## src/rtl/vga_pkg.sv

```systemverilog
// Shared definitions for the VGA text-mode display.
//   - 640x480@60 horizontal/vertical timing constants (pixel clock 25 MHz)
//   - attribute byte layout (char_data[15:8])
//   - 16-entry CGA palette, 12-bit {r,g,b}
package vga_pkg;

  localparam int H_VISIBLE = 640;
  localparam int H_FRONT   = 16;
  localparam int H_SYNC    = 96;
  localparam int H_BACK    = 48;

  localparam int V_VISIBLE = 480;
  localparam int V_FRONT   = 10;
  localparam int V_SYNC    = 2;
  localparam int V_BACK    = 33;

  // Attribute byte: [7] blink, [6:4] background, [3:0] foreground.
  typedef struct packed {
    logic       blink;
    logic [2:0] bg;
    logic [3:0] fg;
  } attr_t;

  // Used when the attribute byte is ignored: light grey on black.
  localparam attr_t FIXED_ATTR = '{blink: 1'b0, bg: 3'd0, fg: 4'd7};

  localparam logic [11:0] CGA_PALETTE [16] = '{
    12'h000, 12'h00A, 12'h0A0, 12'h0AA,
    12'hA00, 12'hA0A, 12'hA50, 12'hAAA,
    12'h555, 12'h55F, 12'h5F5, 12'h5FF,
    12'hF55, 12'hF5F, 12'hFF5, 12'hFFF
  };

endpackage

```

## src/rtl/vga_text_if.sv

```systemverilog
// Memory-side bus of the text display: text RAM and font ROM lookups.
//   char_addr  text cell address (master out)
//   char_data  {blink, bg, fg, code}, valid one clock after char_addr (slave out)
//   font_addr  {code, glyph line} (master out)
//   font_data  glyph row, bit 7 leftmost, valid one clock after font_addr (slave out)
interface vga_text_if #(
  parameter int COLS   = 80,
  parameter int ROWS   = 30,
  parameter int CHAR_H = 16
);
  localparam int AW = $clog2(COLS * ROWS);
  localparam int FW = 8 + $clog2(CHAR_H);

  logic [AW-1:0] char_addr;
  logic [15:0]   char_data;
  logic [FW-1:0] font_addr;
  logic [7:0]    font_data;

  modport master (output char_addr, output font_addr,
                  input  char_data, input  font_data);
  modport slave  (input  char_addr, input  font_addr,
                  output char_data, output font_data);
endinterface

```

## src/rtl/vga_timing.sv

```systemverilog
// Raster timing generator.
//   clock, reset_n  pixel clock, synchronous active-low reset
//   x, y            registered pixel/line counters
//   hs_raw, vs_raw  undelayed syncs (active low)
//   visible         counters inside the active area
//   frame           one-clock pulse at (0, first blank line)
module vga_timing
  import vga_pkg::*;
#(
  parameter int H_VIS = H_VISIBLE,
  parameter int H_FP  = H_FRONT,
  parameter int H_SY  = H_SYNC,
  parameter int H_BP  = H_BACK,
  parameter int V_VIS = V_VISIBLE,
  parameter int V_FP  = V_FRONT,
  parameter int V_SY  = V_SYNC,
  parameter int V_BP  = V_BACK,
  localparam int H_TOTAL = H_VIS + H_FP + H_SY + H_BP,
  localparam int V_TOTAL = V_VIS + V_FP + V_SY + V_BP,
  localparam int XW = $clog2(H_TOTAL),
  localparam int YW = $clog2(V_TOTAL)
) (
  input  logic          clock,
  input  logic          reset_n,
  output logic [XW-1:0] x,
  output logic [YW-1:0] y,
  output logic          hs_raw,
  output logic          vs_raw,
  output logic          visible,
  output logic          frame
);

  localparam int HS_FIRST = H_VIS + H_FP;
  localparam int HS_LAST  = H_VIS + H_FP + H_SY - 1;
  localparam int VS_FIRST = V_VIS + V_FP;
  localparam int VS_LAST  = V_VIS + V_FP + V_SY - 1;

  logic [XW-1:0] x_reg, x_next;
  logic [YW-1:0] y_reg, y_next;

  always_ff @(posedge clock) begin
    if (!reset_n) begin
      x_reg <= '0;
      y_reg <= '0;
    end else begin
      x_reg <= x_next;
      y_reg <= y_next;
    end
  end

  always_comb begin
    x_next = x_reg + 1'b1;
    y_next = y_reg;
    if (x_reg == XW'(H_TOTAL - 1)) begin
      x_next = '0;
      if (y_reg == YW'(V_TOTAL - 1)) y_next = '0;
      else                           y_next = y_reg + 1'b1;
    end
  end

  assign x       = x_reg;
  assign y       = y_reg;
  assign hs_raw  = !((x_reg >= XW'(HS_FIRST)) && (x_reg <= XW'(HS_LAST)));
  assign vs_raw  = !((y_reg >= YW'(VS_FIRST)) && (y_reg <= YW'(VS_LAST)));
  assign visible = (x_reg < XW'(H_VIS)) && (y_reg < YW'(V_VIS));
  assign frame   = (x_reg == '0) && (y_reg == YW'(V_VIS));

endmodule

```

## src/rtl/vga_text.sv

```systemverilog
// Character-cell VGA display: fetch pipeline, attributes, cursor and blink.
//   clock, reset_n        pixel clock, synchronous active-low reset
//   mem                   text RAM / font ROM bus (master side)
//   cursor_x/_y/_en       cursor cell and enable
//   r, g, b               4-bit colour, registered
//   hs, vs                syncs (active low), aligned with r/g/b
//   frame                 one-clock pulse at start of vertical blank
// Pipeline: stage 0 = counters / char_addr, stage 1 = char_data / font_addr,
// stage 2 = font_data / colour select, stage 3 = output registers.
// Timing parameters default to 640x480@60 and may be overridden for other modes.
module vga_text
  import vga_pkg::*;
#(
  parameter int COLS    = 80,
  parameter int ROWS    = 30,
  parameter int CHAR_H  = 16,
  parameter int ATTR_EN = 1,
  parameter int H_VIS   = H_VISIBLE,
  parameter int H_FP    = H_FRONT,
  parameter int H_SY    = H_SYNC,
  parameter int H_BP    = H_BACK,
  parameter int V_VIS   = V_VISIBLE,
  parameter int V_FP    = V_FRONT,
  parameter int V_SY    = V_SYNC,
  parameter int V_BP    = V_BACK,
  localparam int CXW = (COLS > 1) ? $clog2(COLS) : 1,
  localparam int CYW = (ROWS > 1) ? $clog2(ROWS) : 1
) (
  input  logic           clock,
  input  logic           reset_n,
  vga_text_if.master     mem,
  input  logic [CXW-1:0] cursor_x,
  input  logic [CYW-1:0] cursor_y,
  input  logic           cursor_en,
  output logic [3:0]     r,
  output logic [3:0]     g,
  output logic [3:0]     b,
  output logic           hs,
  output logic           vs,
  output logic           frame
);

  localparam int XW = $clog2(H_VIS + H_FP + H_SY + H_BP);
  localparam int YW = $clog2(V_VIS + V_FP + V_SY + V_BP);
  localparam int AW = $clog2(COLS * ROWS);
  localparam int LW = $clog2(CHAR_H);

  logic [XW-1:0] x;
  logic [YW-1:0] y;
  logic          hs_raw, vs_raw, visible;

  vga_timing #(
    .H_VIS(H_VIS), .H_FP(H_FP), .H_SY(H_SY), .H_BP(H_BP),
    .V_VIS(V_VIS), .V_FP(V_FP), .V_SY(V_SY), .V_BP(V_BP)
  ) u_timing (
    .clock   (clock),
    .reset_n (reset_n),
    .x       (x),
    .y       (y),
    .hs_raw  (hs_raw),
    .vs_raw  (vs_raw),
    .visible (visible),
    .frame   (frame)
  );

  // Stage 0: cell lookup straight from the counters.
  int          col_s0, row_s0;
  logic [LW-1:0] line_s0;
  logic        text_s0, cursor_s0;

  assign col_s0  = int'(x) / 8;
  assign row_s0  = int'(y) / CHAR_H;
  assign line_s0 = y[LW-1:0];
  assign text_s0 = visible && (col_s0 < COLS) && (row_s0 < ROWS);
  // An out-of-range cursor never matches because text_s0 bounds col/row.
  assign cursor_s0 = cursor_en && text_s0
                  && (col_s0 == int'(cursor_x)) && (row_s0 == int'(cursor_y))
                  && (line_s0 >= LW'(CHAR_H - 2));
  assign mem.char_addr = AW'(row_s0 * COLS + col_s0);

  // Pipeline registers.
  logic [2:0]    x_lo_d1, x_lo_d2;
  logic [LW-1:0] line_d1;
  logic          text_d1, text_d2;
  logic          cursor_d1, cursor_d2;
  attr_t         attr_d2;
  logic [2:0]    hs_pipe, vs_pipe;
  logic [4:0]    frame_cnt_reg;
  logic [11:0]   rgb_reg, rgb_next;

  always_ff @(posedge clock) begin
    if (!reset_n) begin
      x_lo_d1       <= '0;
      x_lo_d2       <= '0;
      line_d1       <= '0;
      text_d1       <= 1'b0;
      text_d2       <= 1'b0;
      cursor_d1     <= 1'b0;
      cursor_d2     <= 1'b0;
      attr_d2       <= '0;
      hs_pipe       <= '1;
      vs_pipe       <= '1;
      frame_cnt_reg <= '0;
      rgb_reg       <= '0;
    end else begin
      x_lo_d1   <= x[2:0];
      line_d1   <= line_s0;
      text_d1   <= text_s0;
      cursor_d1 <= cursor_s0;
      x_lo_d2   <= x_lo_d1;
      text_d2   <= text_d1;
      cursor_d2 <= cursor_d1;
      attr_d2   <= attr_t'(mem.char_data[15:8]);
      // Syncs travel the same three stages as the pixel data.
      hs_pipe   <= {hs_pipe[1:0], hs_raw};
      vs_pipe   <= {vs_pipe[1:0], vs_raw};
      rgb_reg   <= rgb_next;
      if (frame) frame_cnt_reg <= frame_cnt_reg + 5'd1;
    end
  end

  // Stage 1: glyph line lookup from the freshly returned character code.
  assign mem.font_addr = {mem.char_data[7:0], line_d1};

  // Stage 2: colour selection.
  attr_t attr_s2;
  generate
    if (ATTR_EN != 0) begin : g_attr
      assign attr_s2 = attr_d2;
    end else begin : g_fixed_attr
      assign attr_s2 = FIXED_ATTR;
    end
  endgenerate

  logic       blink_phase, pixel_bit, pixel_on;
  logic [3:0] fg_idx, bg_idx;

  always_comb begin
    blink_phase = frame_cnt_reg[4];
    pixel_bit   = mem.font_data[3'd7 - x_lo_d2];
    bg_idx      = {1'b0, attr_s2.bg};
    // Blinking text shows background colour during the off half-period.
    fg_idx      = (attr_s2.blink && !blink_phase) ? bg_idx : attr_s2.fg;
    pixel_on    = pixel_bit || (cursor_d2 && blink_phase);
    rgb_next    = 12'h000;
    if (text_d2) rgb_next = CGA_PALETTE[pixel_on ? fg_idx : bg_idx];
  end

  assign r  = rgb_reg[11:8];
  assign g  = rgb_reg[7:4];
  assign b  = rgb_reg[3:0];
  assign hs = hs_pipe[2];
  assign vs = vs_pipe[2];

endmodule

```

## src/flat_wrapper.sv

```systemverilog
// flat-port wrapper written by rule: the top's interface ports become plain ports
module vga_text_flat import vga_pkg::*;
#(
  parameter int COLS    = 80,
  parameter int ROWS    = 30,
  parameter int CHAR_H  = 16,
  parameter int ATTR_EN = 1,
  parameter int H_VIS   = H_VISIBLE,
  parameter int H_FP    = H_FRONT,
  parameter int H_SY    = H_SYNC,
  parameter int H_BP    = H_BACK,
  parameter int V_VIS   = V_VISIBLE,
  parameter int V_FP    = V_FRONT,
  parameter int V_SY    = V_SYNC,
  parameter int V_BP    = V_BACK,
  localparam int CXW = (COLS > 1) ? $clog2(COLS) : 1,
  localparam int CYW = (ROWS > 1) ? $clog2(ROWS) : 1
)
  (clock, reset_n, cursor_x, cursor_y, cursor_en, r, g, b, hs, vs, frame, mem_char_addr, mem_font_addr, mem_char_data, mem_font_data);
  vga_text_if #(.COLS(COLS), .ROWS(ROWS), .CHAR_H(CHAR_H)) mem_i ();
  input  logic clock;
  input  logic reset_n;
  input  logic [CXW-1:0] cursor_x;
  input  logic [CYW-1:0] cursor_y;
  input  logic cursor_en;
  output logic [3:0] r;
  output logic [3:0] g;
  output logic [3:0] b;
  output logic hs;
  output logic vs;
  output logic frame;
  output wire logic [$bits(mem_i.char_addr)-1:0] mem_char_addr;
  output wire logic [$bits(mem_i.font_addr)-1:0] mem_font_addr;
  input wire logic [$bits(mem_i.char_data)-1:0] mem_char_data;
  input wire logic [$bits(mem_i.font_data)-1:0] mem_font_data;
  assign mem_char_addr = mem_i.char_addr;
  assign mem_font_addr = mem_i.font_addr;
  assign mem_i.char_data = mem_char_data;
  assign mem_i.font_data = mem_font_data;
  vga_text #(.COLS(COLS), .ROWS(ROWS), .CHAR_H(CHAR_H), .ATTR_EN(ATTR_EN), .H_VIS(H_VIS), .H_FP(H_FP), .H_SY(H_SY), .H_BP(H_BP), .V_VIS(V_VIS), .V_FP(V_FP), .V_SY(V_SY), .V_BP(V_BP)) u_core (.clock(clock), .reset_n(reset_n), .mem(mem_i), .cursor_x(cursor_x), .cursor_y(cursor_y), .cursor_en(cursor_en), .r(r), .g(g), .b(b), .hs(hs), .vs(vs), .frame(frame));
endmodule
```

## config.mk

```make
export PLATFORM = sky130hd
export DESIGN_NAME = vga_text_flat
export DESIGN_NICKNAME = d
export VERILOG_FILES = /design/src/rtl/vga_pkg.sv /design/src/rtl/vga_text_if.sv /design/src/rtl/vga_timing.sv /design/src/rtl/vga_text.sv /design/src/flat_wrapper.sv
export SDC_FILE = /design/constraint.sdc
export NUM_CORES = 1
export LEC_CHECK = 0
export BUFFER_PORTS_ARGS = -buffer_cell sky130_fd_sc_hd__buf_2
export CORE_MARGIN = 5
export CORE_UTILIZATION = 59
export CTS_BUF_LIST = sky130_fd_sc_hd__clkbuf_8
export CTS_CLUSTER_DIAMETER = 60
export CTS_CLUSTER_SIZE = 24
export DETAILED_ROUTE_END_ITERATION = 7
export GPL_ROUTABILITY_DRIVEN = 0
export PLACE_DENSITY = 0.88
export SYNTH_ARGS = -nofsm -noshare
export SYNTH_HDL_FRONTEND = slang
export SYNTH_HIERARCHICAL = 1
export SYNTH_SLANG_ARGS = --single-unit
```

## constraint.sdc

```tcl
create_clock -name clock -period 4.25 [get_ports clock]
set_input_delay 0.425 -clock clock [delete_from_list [all_inputs] [get_ports clock]]
set_output_delay 0.425 -clock clock [all_outputs]
set_load 0.02 [all_outputs]
```

==> out/results.txt <==
CTS tree: built
Synth area leader: dfxtp_1
final hold violations: 0
routed vias: 2361
IO buf count: 61
Max Cap Violations: 0
Die X: 81.4 µm
status: finished clean
RSZ-0062 raised after global routing: no
ant diodes: 0
RR Endpoint: u_core/frame_cnt_reg[4]$_SDFFE_PN0P_
clock slew at reported path FFs: 0.06 ns
Top FF cell, synth: dfxtp_1
Async S/R FF share, synth: 0%
critical path's largest stage delay: 0.53 ns
Layout Area Growth over Synthesis: 15.1%
endpoint type of the worst setup path: output pin
internal power: 961 µW
Slew HR: 60.4%
end point of the critical path: mem_char_addr[11]
global-route wire length before repair: 9810 µm
Setup Skew: 0.00706 ns
power per standard cell area: 349 mW/mm²
Clock Path Buffers: 2
Reg2Reg Depth: 7
GRT Total Usage: 19.6%
EDFF count, synth: 0
Clock Tree Root: clkbuf_8
post-DR wirelength/cell: 13.6 µm
synthesized flop and latch total: 58
Vias/cell: 5.35
Resized Gates After CTS: 0
peak supply drop: 252 µV
Critical path origin: u_core/u_timing/y[5]$_SDFFE_PN0N_
grt ovf: 0
# fillers: 388
# DRC: 0
initial DRC count: 188
syn avg cell area: 9.43 µm²
Worst-Margin Slew: 0.595 ns
Syn Std Cell Area: 0.00301 mm²
Req. time, crit path: 3.83 ns
min cycle time layout: 3.11 ns
layout cells sized above 1: 23.2%
Crit Path Class: reg -> out
Die ar.: 0.00662 mm²
area of the multi-input gates: 0.00161 mm²
Final period util: 73.2%
Cell variety after synth: 51
Detailed Routing Iterations Pass 1: 4
WP data arrival: 2.69 ns
Core Box Area: 0.00504 mm²
Hold Crit Class: in -> reg
Top Ports: 78
syn_nets: 377
NetSw: 246 µW
total CTS buffers: 9
commonest cells after routing, fill and taps aside: buf_2 (61), dfxtp_1 (58), nor2_1 (26)
final setup fails: 0
row cnt: 26
Clock Sink Count: 58
DRT Wirelength: 6010 µm
most common cell after layout, fill and taps aside: buf_2
maximum clock rate: 0.321 GHz
main area contributors after synthesis: dfxtp_1 (39%), ha_1 (7.1%), xnor2_1 (7.0%)
Slowest-stage cell, CP: dfxtp_1
HPWL Detailed: 4380 µm
Core Util, Final: 68.6%
reg-to-reg startpoint: u_core/u_timing/y[5]$_SDFFE_PN0N_
CP Launch Type: register
Clk pwr share: 48.5%
Slew Limit Fails: 0
sequential area share after synthesis: 38.6%
post-synth top area share: 38.6%
crit-path max FO: 10
Switching Fraction: 20.3%
Reg area: 0.00116 mm²
setup bufs post-CTS: 0
Flop pwr share: 46.5%
Lkg Pwr: 0.00152 µW
antenna violations before repair: 0
Final ANT Viol Nets: 0
vias in the first global route: 2210
hold_buf cts: 0
Ys Warns: 6
cell count after synthesis: 319
clk_lat worst skew: 0.33 ns
Comb pwr share: 5.0%
worst reg-to-reg setup slack: 1.95 ns
# H-tree levels: 3
largest net degree at the start of global routing: 41
critical path cell sequence: ha_1 -> ha_1 -> fa_1 -> xnor2_1 -> nor3_1 -> nand2_1 -> xnor2_1 -> buf_2
initial core utilization: 59.6%
total negative slack: 0 ns
final layout net count: 424
Chip Height: 81.4 µm
## critical path: cells and delay by family, from the launching register on
kind / cells / cell delay, ns
adder cells (fa/ha/maj): 3 / 0.94
AND/OR/NAND/NOR: 2 / 0.37
buffers and inverters: 1 / 0.20
flip-flops: 1 / 0.53
XOR/XNOR: 2 / 0.34
## area by class of cell
cell class              instances  share of cell area, %
flip-flops and latches         58                   33.6
well taps                      70                   2.53
clock buffers                  12                   4.77
multi-input cells             221                   46.6
clock inverters                 4                   2.10
inverters                      15                   1.63
repair buffers                 61                   8.82
## power by group through the flow
stage               sequential (µW)  clock (µW)  combinational (µW)
floorplan                       572           0                49.9
global placement                573           0                57.9
detailed placement              573           0                59.5
CTS                             561         594                60.4
global route                    563         626                67.0
finish                          561         585                60.1
## synthesized netlist by cell type, drive strengths merged, types with 2 or more instances
cell,n
buf,19
inv,15
nand4,12
or3,3
nor2,26
o211ai,2
a21o,3
fa,2
dfxtp,58
nand2,9
xnor2,24
xor2,13
clkbuf,6
nand3,12
nor3,4
o21ai,6
or3b,2
and2,22
nand4b,2
nor3b,3
nor4b,4
nand2b,9
and4,2
and3,3
nor4,9
nor2b,4
ha,17
a21oi,7
mux2i,7
## per-layer routing
layer / up-vias / part of all wire, % / GRT usage [%]
met5: - / 0 / 0
met4: 0 / 2.3 / 8.95
met3: 18 / 7.3 / 7.54
met2: 80 / 51 / 32.8
met1: 1084 / 39 / 21.9
li1: 1179 / - / -
## worst min-delay path by stage
stage | endpoint | depth (start not counted) | from
finish | u_core/attr_d2[5]$_SDFF_PN0_ | 2 | mem_char_data[13]
global route | u_core/attr_d2[5]$_SDFF_PN0_ | 2 | mem_char_data[13]
CTS | u_core/attr_d2[5]$_SDFF_PN0_ | 2 | mem_char_data[13]
detailed placement | u_core/hs_pipe[1]$_SDFF_PN1_ | 1 | u_core/hs_pipe[0]$_SDFF_PN1_
global placement | u_core/hs_pipe[1]$_SDFF_PN1_ | 1 | u_core/hs_pipe[0]$_SDFF_PN1_
floorplan | u_core/hs_pipe[1]$_SDFF_PN1_ | 1 | u_core/hs_pipe[0]$_SDFF_PN1_
## cell families (layout without fill, tap and decap cells)
group | after synthesis | count (layout) | synth area share, %
xor+xnor | 37 | 37 | 10.8
compound gates | 30 | 30 | 7.20
mux | 7 | 7 | 2.33
fa+ha+maj | 19 | 19 | 8.41
buf+inv | 40 | 92 | 7.74
flops | 58 | 58 | 38.6
simple gates | 128 | 128 | 24.9
## metrics by stage
stage	setup WS (ns)	power [µW]	area [µm²]	instances	hold WS, ns
5_1_grt	0.879	1260	3460	441	0.279
3_3_place_gp	1.62	631	3220	425	0.396
3_5_place_dp	1.48	633	3220	425	0.392
4_1_cts	1.10	1220	3460	441	0.284
2_1_floorplan	1.62	622	3010	319	0.386
6_report	1.14	1210	3460	441	0.299
No activity file was read; power rests on OpenSTA's default activity.
